`src/rtl/seg7_scan_decoder_pkg.sv`:
```
// Shared seven-segment constants and types for the scan decoder.
// Segment vectors are declared [0:6] so the leftmost literal bit is
// segment a; all patterns are active-low (0 = lit).
package seg7_scan_decoder_pkg;

  typedef enum logic [1:0] {
    ST_IGNORE = 2'd0,
    ST_COUNT  = 2'd1,
    ST_HELD   = 2'd2
  } dwell_state_e;

  localparam logic [0:6] SEG_D0    = 7'b0000001;
  localparam logic [0:6] SEG_D1    = 7'b1001111;
  localparam logic [0:6] SEG_D2    = 7'b0010010;
  localparam logic [0:6] SEG_D3    = 7'b0000110;
  localparam logic [0:6] SEG_D4    = 7'b1001100;
  localparam logic [0:6] SEG_D5    = 7'b0100100;
  localparam logic [0:6] SEG_D6    = 7'b0100000;
  localparam logic [0:6] SEG_D7    = 7'b0001111;
  localparam logic [0:6] SEG_D8    = 7'b0000000;
  localparam logic [0:6] SEG_D9    = 7'b0000100;
  localparam logic [0:6] SEG_BLANK = 7'b1111111;

  localparam logic [3:0] CODE_BLANK = 4'hF;
  localparam logic [3:0] CODE_ERR   = 4'hE;

endpackage

```
`src/rtl/seg7_pattern_decode.sv`:
```
// Combinational inverse of the BCD-to-segment encoder table.
module seg7_pattern_decode
  import seg7_scan_decoder_pkg::*;
(
  input  logic [0:6] seg,
  output logic [3:0] nibble,
  output logic       illegal
);

  // Map a segment pattern back to its BCD code; anything unknown is flagged.
  always_comb begin
    nibble  = CODE_ERR;
    illegal = 1'b0;
    case (seg)
      SEG_D0:    nibble = 4'd0;
      SEG_D1:    nibble = 4'd1;
      SEG_D2:    nibble = 4'd2;
      SEG_D3:    nibble = 4'd3;
      SEG_D4:    nibble = 4'd4;
      SEG_D5:    nibble = 4'd5;
      SEG_D6:    nibble = 4'd6;
      SEG_D7:    nibble = 4'd7;
      SEG_D8:    nibble = 4'd8;
      SEG_D9:    nibble = 4'd9;
      SEG_BLANK: nibble = CODE_BLANK;
      default: begin
        nibble  = CODE_ERR;
        illegal = 1'b1;
      end
    endcase
  end

endmodule

```
`src/rtl/seg7_scan_decoder.sv`:
```
// Readback monitor for a multiplexed seven-segment display: qualifies
// each digit dwell, decodes it, assembles a frame and hands it out over
// valid/ready with a sticky overrun flag.
module seg7_scan_decoder
  import seg7_scan_decoder_pkg::*;
#(
  parameter int DIGITS        = 4,
  parameter int STABLE_CYCLES = 4
) (
  input  logic                  clock,
  input  logic                  reset,
  input  logic [DIGITS-1:0]     an,
  input  logic [0:6]            seg,
  output logic [4*DIGITS-1:0]   digitos,
  output logic [DIGITS-1:0]     erro,
  output logic                  out_valid,
  input  logic                  out_ready,
  output logic                  overrun
);

  localparam int CNT_W = $clog2(STABLE_CYCLES + 1);
  localparam int IDX_W = (DIGITS > 1) ? $clog2(DIGITS) : 1;
  localparam logic [CNT_W-1:0] CNT_MAX = CNT_W'(STABLE_CYCLES);

  // sample stage (p0) and previous sample (p1)
  logic [DIGITS-1:0] an_p0, an_p1;
  logic [0:6]        seg_p0, seg_p1;

  // Register the display bus twice so the dwell logic compares sample to sample.
  always_ff @(posedge clock) begin
    if (reset) begin
      an_p0  <= '1;
      an_p1  <= '1;
      seg_p0 <= '1;
      seg_p1 <= '1;
    end else begin
      an_p0  <= an;
      an_p1  <= an_p0;
      seg_p0 <= seg;
      seg_p1 <= seg_p0;
    end
  end

  logic [3:0] dec_nibble;
  logic       dec_illegal;

  seg7_pattern_decode u_decode (
    .seg     (seg_p0),
    .nibble  (dec_nibble),
    .illegal (dec_illegal)
  );

  dwell_state_e       state_q, state_d;
  logic [CNT_W-1:0]   cnt_q, cnt_d;
  logic [IDX_W-1:0]   sel_idx;
  logic               sel_onehot, sample_same, capture;

  // Dwell qualification: count identical one-hot samples, capture once per dwell.
  always_comb begin
    sel_onehot  = $onehot(~an_p0);
    sample_same = (an_p0 == an_p1) && (seg_p0 == seg_p1);
    sel_idx     = '0;
    for (int i = 0; i < DIGITS; i++) begin
      if (!an_p0[i]) sel_idx = IDX_W'(i);
    end
    state_d = state_q;
    cnt_d   = cnt_q;
    capture = 1'b0;
    if (!sel_onehot) begin
      state_d = ST_IGNORE;
      cnt_d   = '0;
    end else if (!sample_same || state_q == ST_IGNORE) begin
      // first sample of a new value counts as one
      state_d = ST_COUNT;
      cnt_d   = CNT_W'(1);
    end else if (state_q == ST_COUNT) begin
      if (cnt_q != CNT_MAX) cnt_d = cnt_q + 1'b1;
      if (cnt_d == CNT_MAX) begin
        capture = 1'b1;
        state_d = ST_HELD;
      end
    end
  end

  logic [4*DIGITS-1:0] live_nib_q, live_nib_d;
  logic [DIGITS-1:0]   live_err_q, live_err_d;
  logic [DIGITS-1:0]   seen_q, seen_d;
  logic [4*DIGITS-1:0] digitos_q, digitos_d;
  logic [DIGITS-1:0]   erro_q, erro_d;
  logic                out_valid_q, out_valid_d;
  logic                overrun_q, overrun_d;
  logic                frame_done, accept;

  // Frame assembly and output handshake; a completing frame always wins the output register.
  always_comb begin
    live_nib_d  = live_nib_q;
    live_err_d  = live_err_q;
    seen_d      = seen_q;
    digitos_d   = digitos_q;
    erro_d      = erro_q;
    out_valid_d = out_valid_q;
    overrun_d   = overrun_q;
    accept      = out_valid_q && out_ready;
    if (capture) begin
      live_nib_d[{sel_idx, 2'b00} +: 4] = dec_nibble;
      live_err_d[sel_idx]               = dec_illegal;
      seen_d[sel_idx]                   = 1'b1;
    end
    frame_done = &seen_d;
    if (frame_done) begin
      seen_d      = '0;
      digitos_d   = live_nib_d;
      erro_d      = live_err_d;
      out_valid_d = 1'b1;
      if (accept)           overrun_d = 1'b0;
      else if (out_valid_q) overrun_d = 1'b1;
    end else if (accept) begin
      out_valid_d = 1'b0;
      overrun_d   = 1'b0;
    end
  end

  // Live digit values are pure data; seen gates their use, so they need no reset.
  always_ff @(posedge clock) begin
    live_nib_q <= live_nib_d;
    live_err_q <= live_err_d;
  end

  // Dwell FSM, frame tracking and registered outputs.
  always_ff @(posedge clock) begin
    if (reset) begin
      state_q     <= ST_IGNORE;
      cnt_q       <= '0;
      seen_q      <= '0;
      digitos_q   <= '0;
      erro_q      <= '0;
      out_valid_q <= 1'b0;
      overrun_q   <= 1'b0;
    end else begin
      state_q     <= state_d;
      cnt_q       <= cnt_d;
      seen_q      <= seen_d;
      digitos_q   <= digitos_d;
      erro_q      <= erro_d;
      out_valid_q <= out_valid_d;
      overrun_q   <= overrun_d;
    end
  end

  assign digitos   = digitos_q;
  assign erro      = erro_q;
  assign out_valid = out_valid_q;
  assign overrun   = overrun_q;

endmodule

```
`config.mk`:
```
export PLATFORM = sky130hd
export DESIGN_NAME = seg7_scan_decoder
export DESIGN_NICKNAME = d
export VERILOG_FILES = /design/src/rtl/seg7_scan_decoder_pkg.sv /design/src/rtl/seg7_pattern_decode.sv /design/src/rtl/seg7_scan_decoder.sv
export SDC_FILE = /design/constraint.sdc
export NUM_CORES = 1
export LEC_CHECK = 0
export CAP_MARGIN = 15
export CORE_AREA = 2 2 86 88
export CTS_CLUSTER_DIAMETER = 100
export CTS_CLUSTER_SIZE = 12
export DETAILED_ROUTE_END_ITERATION = 8
export DIE_AREA = 0 0 88 90
export PLACE_DENSITY_LB_ADDON = 0.08
export SLEW_MARGIN = 15
export SYNTH_ARGS = -nofsm -noshare
export SYNTH_HDL_FRONTEND = slang
export SYNTH_SLANG_ARGS = --single-unit
```
`constraint.sdc`:
```
create_clock -name clock -period 3.4 [get_ports clock]
set_clock_uncertainty 0.1 [all_clocks]
set_input_delay 0.85 -clock clock [delete_from_list [all_inputs] [get_ports clock]]
set_output_delay 0.85 -clock clock [all_outputs]
set_load 0.05 [all_outputs]
```
-- Word-level counts from Yosys, hierarchy flattened
Index checks and enable logic that the tools add are counted.
- bits in registers: 73
- bits of input ports: 14
- output and inout port bits: 22
- logic and storage cells: 92
- add/subtract/negate cells: 5
- magnitude comparators: 2
- eq/ne operators: 16
- shift-type cells: 2
- mux-type cells: 30
- bitwise logic cells: 3
- reductions and logical operators: 19
- operators by type and width (cell ; number):
    4-bit case mux with 11 select lines ; 1
    7-bit == test (second input constant) ; 3
    1-bit two-way mux ; 17
    16-bit bitwise mux ; 1
    16-bit two-way mux ; 1
    4-bit by 6-bit variable shift with 16-bit output (first input constant) ; 1
    4-bit by 6-bit indexed part select with 16-bit output ; 1
    7-bit by 3-bit == test with 1-bit output (second input constant) ; 2
    7-bit by 6-bit == test with 1-bit output (second input constant) ; 2
    3-bit two-way mux ; 4
    11-bit OR reduction ; 1
    4-bit two-way mux ; 2
    2-bit nonzero test ; 4
    7-bit by 1-bit == test with 1-bit output (second input constant) ; 1
    7-bit by 4-bit == test with 1-bit output (second input constant) ; 1
    7-bit by 5-bit == test with 1-bit output (second input constant) ; 1
    7-bit == test ; 1
    7-bit logical NOT ; 1
    4-bit negator with 6-bit output ; 1
    2-bit AND reduction ; 3
    1-bit by 1-bit adder with 2-bit output ; 2
    4-bit bitwise mux ; 1
    4-bit == test ; 1
    2-bit two-way mux ; 2
    19 further kinds ; 22

-- Longest topological paths before layout
- depth after elaboration: 15
- mapped depth: 11
- depth with buffers taken out: 9

-- Modules after synthesis
From an unflattened synthesis, not the netlist that was laid out.
- cell total of the unflattened synthesis: 303
- area, all modules: 3165.5 µm²
- by module, submodules not included (module ; times used ; cells an instance ; area each (µm²) ; seq. area each (µm²)):
    seg7_scan_decoder ; 1 ; 265 ; 2886.5 ; 1461.4
    seg7_pattern_decode ; 1 ; 38 ; 279.0 ; 0.0

-- Worst setup path after synthesis
No wires, ideal clock.
- path kind: register -> register
- start point: register an_p0[0]
- end point: register digitos_q[8], in the netlist digitos[8]
- setup time: 0.121 ns
- data arrival time: 2.984 ns
- required time: 3.179 ns
- setup slack: 0.195 ns
- cell stages (with the launch flop): 11
- buffers on the path: 1
- period minus slack after synthesis: 3.205 ns
- path through: dfxtp_1 -> fa_1 -> inv_1 -> ha_1 -> ha_1 -> nor3b_1 -> and4_1 -> buf_2 -> nand3_2 -> a211oi_4 -> mux2_2
- cells in the longest elaborated chain, start to end: 8
- elaborated cells on any way between the ends: 13
- classes of those cells: add/sub: 2; eq/ne: 2; mux: 4; bitwise: 1; reduce/logical: 4
- RTL lines (item ; line ; text):
    start: declaration ; seg7_scan_decoder.sv:26 ; logic [DIGITS-1:0] an_p0, an_p1;
    start signal: assignment ; seg7_scan_decoder.sv:37 ; an_p0 <= an;
    parallel branches: the longest is 5 deep, another holds 2-bit by 2-bit adder with 3-bit output ; - ;
    1-bit two-way mux * ; seg7_scan_decoder.sv:69 ; if (!sel_onehot) begin
    4-bit two-way mux ; seg7_scan_decoder.sv:104 ; if (capture) begin
    4-bit AND reduction ; seg7_scan_decoder.sv:109 ; frame_done = &seen_d;
    end signal: assignment ; seg7_scan_decoder.sv:143 ; digitos_q <= digitos_d;
    end: declaration ; seg7_scan_decoder.sv:88 ; logic [4*DIGITS-1:0] digitos_q, digitos_d;
Every way passes the cells marked *.
A chain may end at the register's enable or synchronous reset.

-- Final worst setup path
- start point: register an_p0[0]
- end point: register digitos_q[15], in the netlist digitos[15]
Same word-level chain as after synthesis.

==> flow_summary.ini <==
[final_layout]
fill_cells = 630
diodes = 0
nets = 432
layout-drive-gt1-share_pct = 18.4
area_delta_synth_final_pct = 19.4

[critical_path]
critPathArrivalTime_ns = 3.24
critPathMaxStageDelay_ns = 0.54
crit_path_frequent_cell = ha_1
path_delay_family = adder cells
crit_chain = fa_1 > inv_1 > ha_1 > ha_1 > nor3b_1 > and4_1 > nand3_2 > a211oi_4 > buf_4 > mux2i_1
crit_required_ns = 3.59
cp-start-kind = register
cp_max_fo = 8
critPathBufInv = 2
criticalPathCategory = register to register
crit_slowest_cell = fa_1
end_kind = register

[floorplan]
dieWidth_um = 88
die_h_um = 90
start_util_pct = 49.3
die_area_sq_um = 7920
rows = 31
io_pins = 36
core_area_sq_um = 7020

[sta]
slew_violations = 0
period_share_pct = 89.9
rsz0062_at_grt = no
tns_ns = 0
whs_ns = 0.353
finalCriticalPeriod_ns = 3.06
relSlewSlack_pct = 50.4
hold_viol = 0
fmax_mhz = 327
setup_viol = 0
worstMarginPinSlew_ns = 0.738

[clock_tree]
cts_resized = 0
clock_path_buffers = 2
numCtsBuffers = 9
clkSlewWorstSetupHoldPaths_ns = 0.08
cts_tree = built
cts-root-buf = clkbuf_8
htreeDepth = 3
worstSkewPairLatency_ns = 0.35
clock_sinks = 73
cts_setup_buffers = 0
cts_hold_buf = 0

[synthesis]
synth.avg_cell_area_sq_um = 9.12
synthSimpleGateAreaFrac_pct = 25.3
synth_enable_flop_cells = 0
syn_nets = 398
ys_seq_elements = 73
synth_area_sq_um = 3460
synth_top_family_by_area = simple AND/OR/NAND/NOR gates
yosys-mux-area-fraction_pct = 5.82
synth_compound_area_share_pct = 16.4
ys_seq_area_share_pct = 42.3
synth_ff_type = dfxtp_1
synthXorXnorAreaFrac_pct = 3.55
synthAdderAreaFrac_pct = 2.03
synth_cells = 379
ys_types = 58
async_reset_ff_share_pct = 0
yosys_warnings = 0

[pwr]
power.density_nw_per_um2 = 435
p_leak_nw = 1.50
ir_worst_vdd_mv = 0.338

[detailed_routing]
dr.pass1.iters = 4
num_vias = 2783
drtIter0Drc = 162
ant_nets = 0
viasPerCell = 5.38
drc = 0
wl_per_cell_um = 14.6
wl_um = 7540

[placement]
gp_congestion = 0.796
portBuffers = 35
place_hpwl_um = 5350

[global_route]
antenna_found_initial = 0
grt_pass1_vias = 2533
grt_use_total_pct = 20.1
use_met2_pct = 30.6
grt_max_degree = 42
grt_pass1_wl_um = 12500
use_met1_pct = 28.1
grt_use_met3_pct = 3.58
grt_overflow = 0
busiest_layer = met2

[flow_run]
maxCapViolCount = 0

[min_path]
hp-class = register to register

[run_status]
run_status = finished clean
-- routing by layer --
layer  vias up  share of wire [%]
li1       1426                  -
met1      1288                 50
met2        56                 45
met3        13                3.5
met4         0                2.0
met5         -                  0
-- cells in the mapped netlist (2+ instances only) --
cell type	number	area share, %
nor4_1	11	2.0
buf_1	2	0.22
nand2_1	33	3.6
nor3_1	14	2.0
or3_1	3	0.54
and4_1	3	0.76
ha_1	4	1.4
nor2b_1	3	0.54
and4b_1	2	0.58
a21oi_1	15	2.2
inv_1	9	0.98
nand3b_1	2	0.43
a31oi_1	2	0.36
or4_1	2	0.43
o21ai_0	21	3.0
nand4_1	5	0.90
xor2_1	8	2.0
buf_6	2	0.65
or2_2	34	6.2
a211oi_1	4	0.87
nor2_1	11	1.2
nand3_1	6	0.87
o21a_1	3	0.65
xnor2_1	6	1.5
dfxtp_1	73	42
a21boi_0	15	3.3
nand2b_1	3	0.54
o211ai_1	3	0.65
a22oi_1	3	0.65
a41o_1	4	1.2
o311ai_0	2	0.51
buf_2	3	0.43
clkbuf_1	18	2.0
and3_1	4	0.72
o31a_1	2	0.51
and3b_2	2	0.58
mux2i_1	19	5.5
or3b_2	3	0.76
-- final cells by class --
| cell class | instances | area, sq um | area share [%] |
|---|---|---|---|
| clock buffers | 11 | 141 | 3.42 |
| clock inverters | 5 | 78.8 | 1.91 |
| inverters | 9 | 33.8 | 0.818 |
| multi-input cells | 271 | 1840 | 44.4 |
| flip-flops and latches | 73 | 1460 | 35.4 |
| well taps | 99 | 124 | 3.00 |
| repair buffers | 49 | 455 | 11.0 |
-- sequential cells by signal, summed over array words and instances (netlist names) --
signal	cells
cnt_q	3
live_nib_q	16
seen_q	4
an_p0	4
overrun	1
live_err_q	4
seg_p1	7
state_q	2
erro	4
digitos	16
an_p1	4
seg_p0	7
out_valid	1
-- final timing paths --
kind	from	endpoint	slack [ns]	cells after the start
setup / recovery	an_p0[0]	digitos[15]	0.34	10
hold / removal	overrun	overrun	0.35	2
hold reg to reg	overrun	overrun	0.35	2
setup reg to reg	an_p0[0]	digitos[15]	0.34	10
-- tightest hold or removal path, stage by stage (launching register included) --
cell     delay [ns]
dfxtp_1        0.33
nand2_1        0.04
o21ai_0        0.05
-- cells by family (layout without fill, tap and decap cells) --
group           count (synthesis)  after routing
compound gates                 82             82
xor+xnor                       14             14
fa+ha+maj                       5              5
buf+inv                        35             74
flops                          73             73
mux                            20             20
simple gates                  150            150
-- where the power goes --
part	internal [mW]	switching, mW
Combinational	0.0639	0.0812
Clock	0.432	0.328
Sequential	0.870	0.0211
-- cells in the final DEF (no fill, tap or decap), drive strengths merged, types with 4 or more instances in the layout --
cell / count
dfxtp: 73
clkdlybuf4s50: 35
or2: 34
nand2: 33
o21ai: 21
mux2i: 19
a21oi: 15
a21boi: 15
nor3: 14
buf: 14
nor4: 13
nor2: 11
clkbuf: 11
inv: 9
xor2: 8
nand3: 7
xnor2: 6
nand4: 5
a211oi: 5
and3: 4
a41o: 4
ha: 4
or3b: 4
and4: 4
or3: 4
-- through the flow --
step                      area (sq um)  std cells  power, mW  worst slack, ns  utilization (%)
after floorplan                   3460        379       1.01            0.195                -
after global placement            3910        501       1.05            0.400             55.7
after detailed placement          3910        501       1.06            0.359             55.7
after CTS                         4130        517       1.81            0.326             58.8
after global routing              4130        517       1.86            0.110             58.8
final                             4130        517       1.80            0.342             58.8
Power figures use the tool's default switching activity.
==> RTL change: new RTL, same flow settings <==
`STABLE_CYCLES`: 4 -> 16.
--- a/src/rtl/seg7_scan_decoder.sv
+++ b/src/rtl/seg7_scan_decoder.sv
@@ -5,7 +5,7 @@
   import seg7_scan_decoder_pkg::*;
 #(
   parameter int DIGITS        = 4,
-  parameter int STABLE_CYCLES = 4
+  parameter int STABLE_CYCLES = 16
 ) (
   input  logic                  clock,
   input  logic                  reset,
Check against the original RTL: no difference found for any inputs over 10 cycles, from zero or initial values and one cycle with reset high; that may be too few to reach the edited logic, so the function may still have changed.
==> RTL change against the unedited design <==
  * Setup slack worse by 0.24 ns
  * Final area increased by 9.4%
  * Wire length shrank 5.6%
  * Global-route usage down 2.4 points
  * Power is 4.3% lower
  * Area after synthesis shrank 2.7%
  * Fmax decreased by 7.3%
  * Sequential cell count is 2 higher
  * Sequential share of layout area decreased by 2.1 points
  * Critical endpoint is now digitos[3]$_SDFFE_PP0P_
==> RTL change: results (changes against the unedited design) <==
shortest clock period the worst path allows after layout=3.30 ns (+0.240 ns); Worst Hold Launch=live_nib_q[10]$_DFF_P_; critical-path maximum fanout=7 (-1); Non-Filler Instances=497 (-3.9%); ranking of synthesized cells by instance count=dfxtp_1, a21oi_1, or2_2; xor and xnor area share after synthesis=0.0465 (+0.0110); Total GRT Usage=0.177 (-0.0240); startpoint of the worst register-to-register path=an_p0[3]$_SDFF_PP1_; family of cells with the greatest summed delay on the critical path=adder cells; area fraction in compound gates after synthesis=0.136 (-0.0277); pin count of the biggest net entering global routing=49 (+17%); multiplexer area fraction after synthesis=0.0670 (+0.00872); Pleak=1.62 nW (+7.7%); met2 wire length=3270 µm (-3.1%); end point of the worst hold path=live_nib_q[10]$_DFF_P_; met1 wire length=3600 µm (-4.0%); met2 track utilization from global routing=0.271 (-0.0354); global-route wire length before repair=11200 µm (-10%); HPWL Detailed=4540 µm (-15%); Adder-Cell Fraction of Synth Area=0.0208 (+0.000573); grt met1 use=0.246 (-0.0353); instance count after placement with tap cells included=466 (-7.0%); sequential area share after synthesis=0.446 (+0.0239); Area contributors post-synth=dfxtp_1, nor3_2, or2_2, mux2_2, a21oi_1; outcome=complete, no violations; highest routed metal layer=met4; clock group total power=674 µW (-11%); cell with the biggest individual delay on the critical path=fa_1; amount of wire on met3 after detailed routing=163 µm (-38%); Worst Reg2Reg Path Length in Cells=12 (+2); initial drt markers=46 (-72%); VDD IR max=0.234 mV (-31%); fraction of layout cells with a size suffix above 1=0.357 (+0.173); met3 capacity usage during global routing=0.0367 (+0.000918); fin nets=412 (-4.6%); Arrival @ worst endpoint=3.42 ns (+0.18 ns); routed length per placed instance=14.3 µm (-1.8%); number of cells on the worst hold path=2 (unchanged); vias in the first global route=2360 (-6.8%); worst slack, placed=-0.147 ns (-0.505 ns)
## RTL change: cell count changes after synthesis, moves of 10 or more
cell,delta
a21boi_0,-15
clkbuf_1,-10
mux2_2,+11
mux2i_1,-10
nand2_1,-30
nand3_1,+11
nor3_2,+16
nor4_1,-10
o21ai_0,-19
o21ai_1,+12
or2_2,-12
## RTL change: layout make-up
class                   instances  area, µm²
repair buffers                 70        757
well taps                      99        124
clock buffers                  10        128
clock inverters                 6       63.8
flip-flops and latches         75       1500
multi-input cells             220       1880
fillers                       574       2500
inverters                      17       63.8
## RTL change: cells by family after synthesis
logic type / Yosys count
simple gates: 111
flops: 75
mux: 21
compound gates: 66
xor+xnor: 17
fa+ha+maj: 5
buf+inv: 41
## RTL change: through the flow
stage	hold slack, ns	cell area [µm²]	TNS, ns
4_1_cts	0.366	4090	0
3_5_place_dp	0.355	3880	-1.50
5_1_grt	0.389	4520	-0.729
2_1_floorplan	0.334	3360	0
6_report	0.369	4520	0
3_3_place_gp	0.348	3880	-0.0216
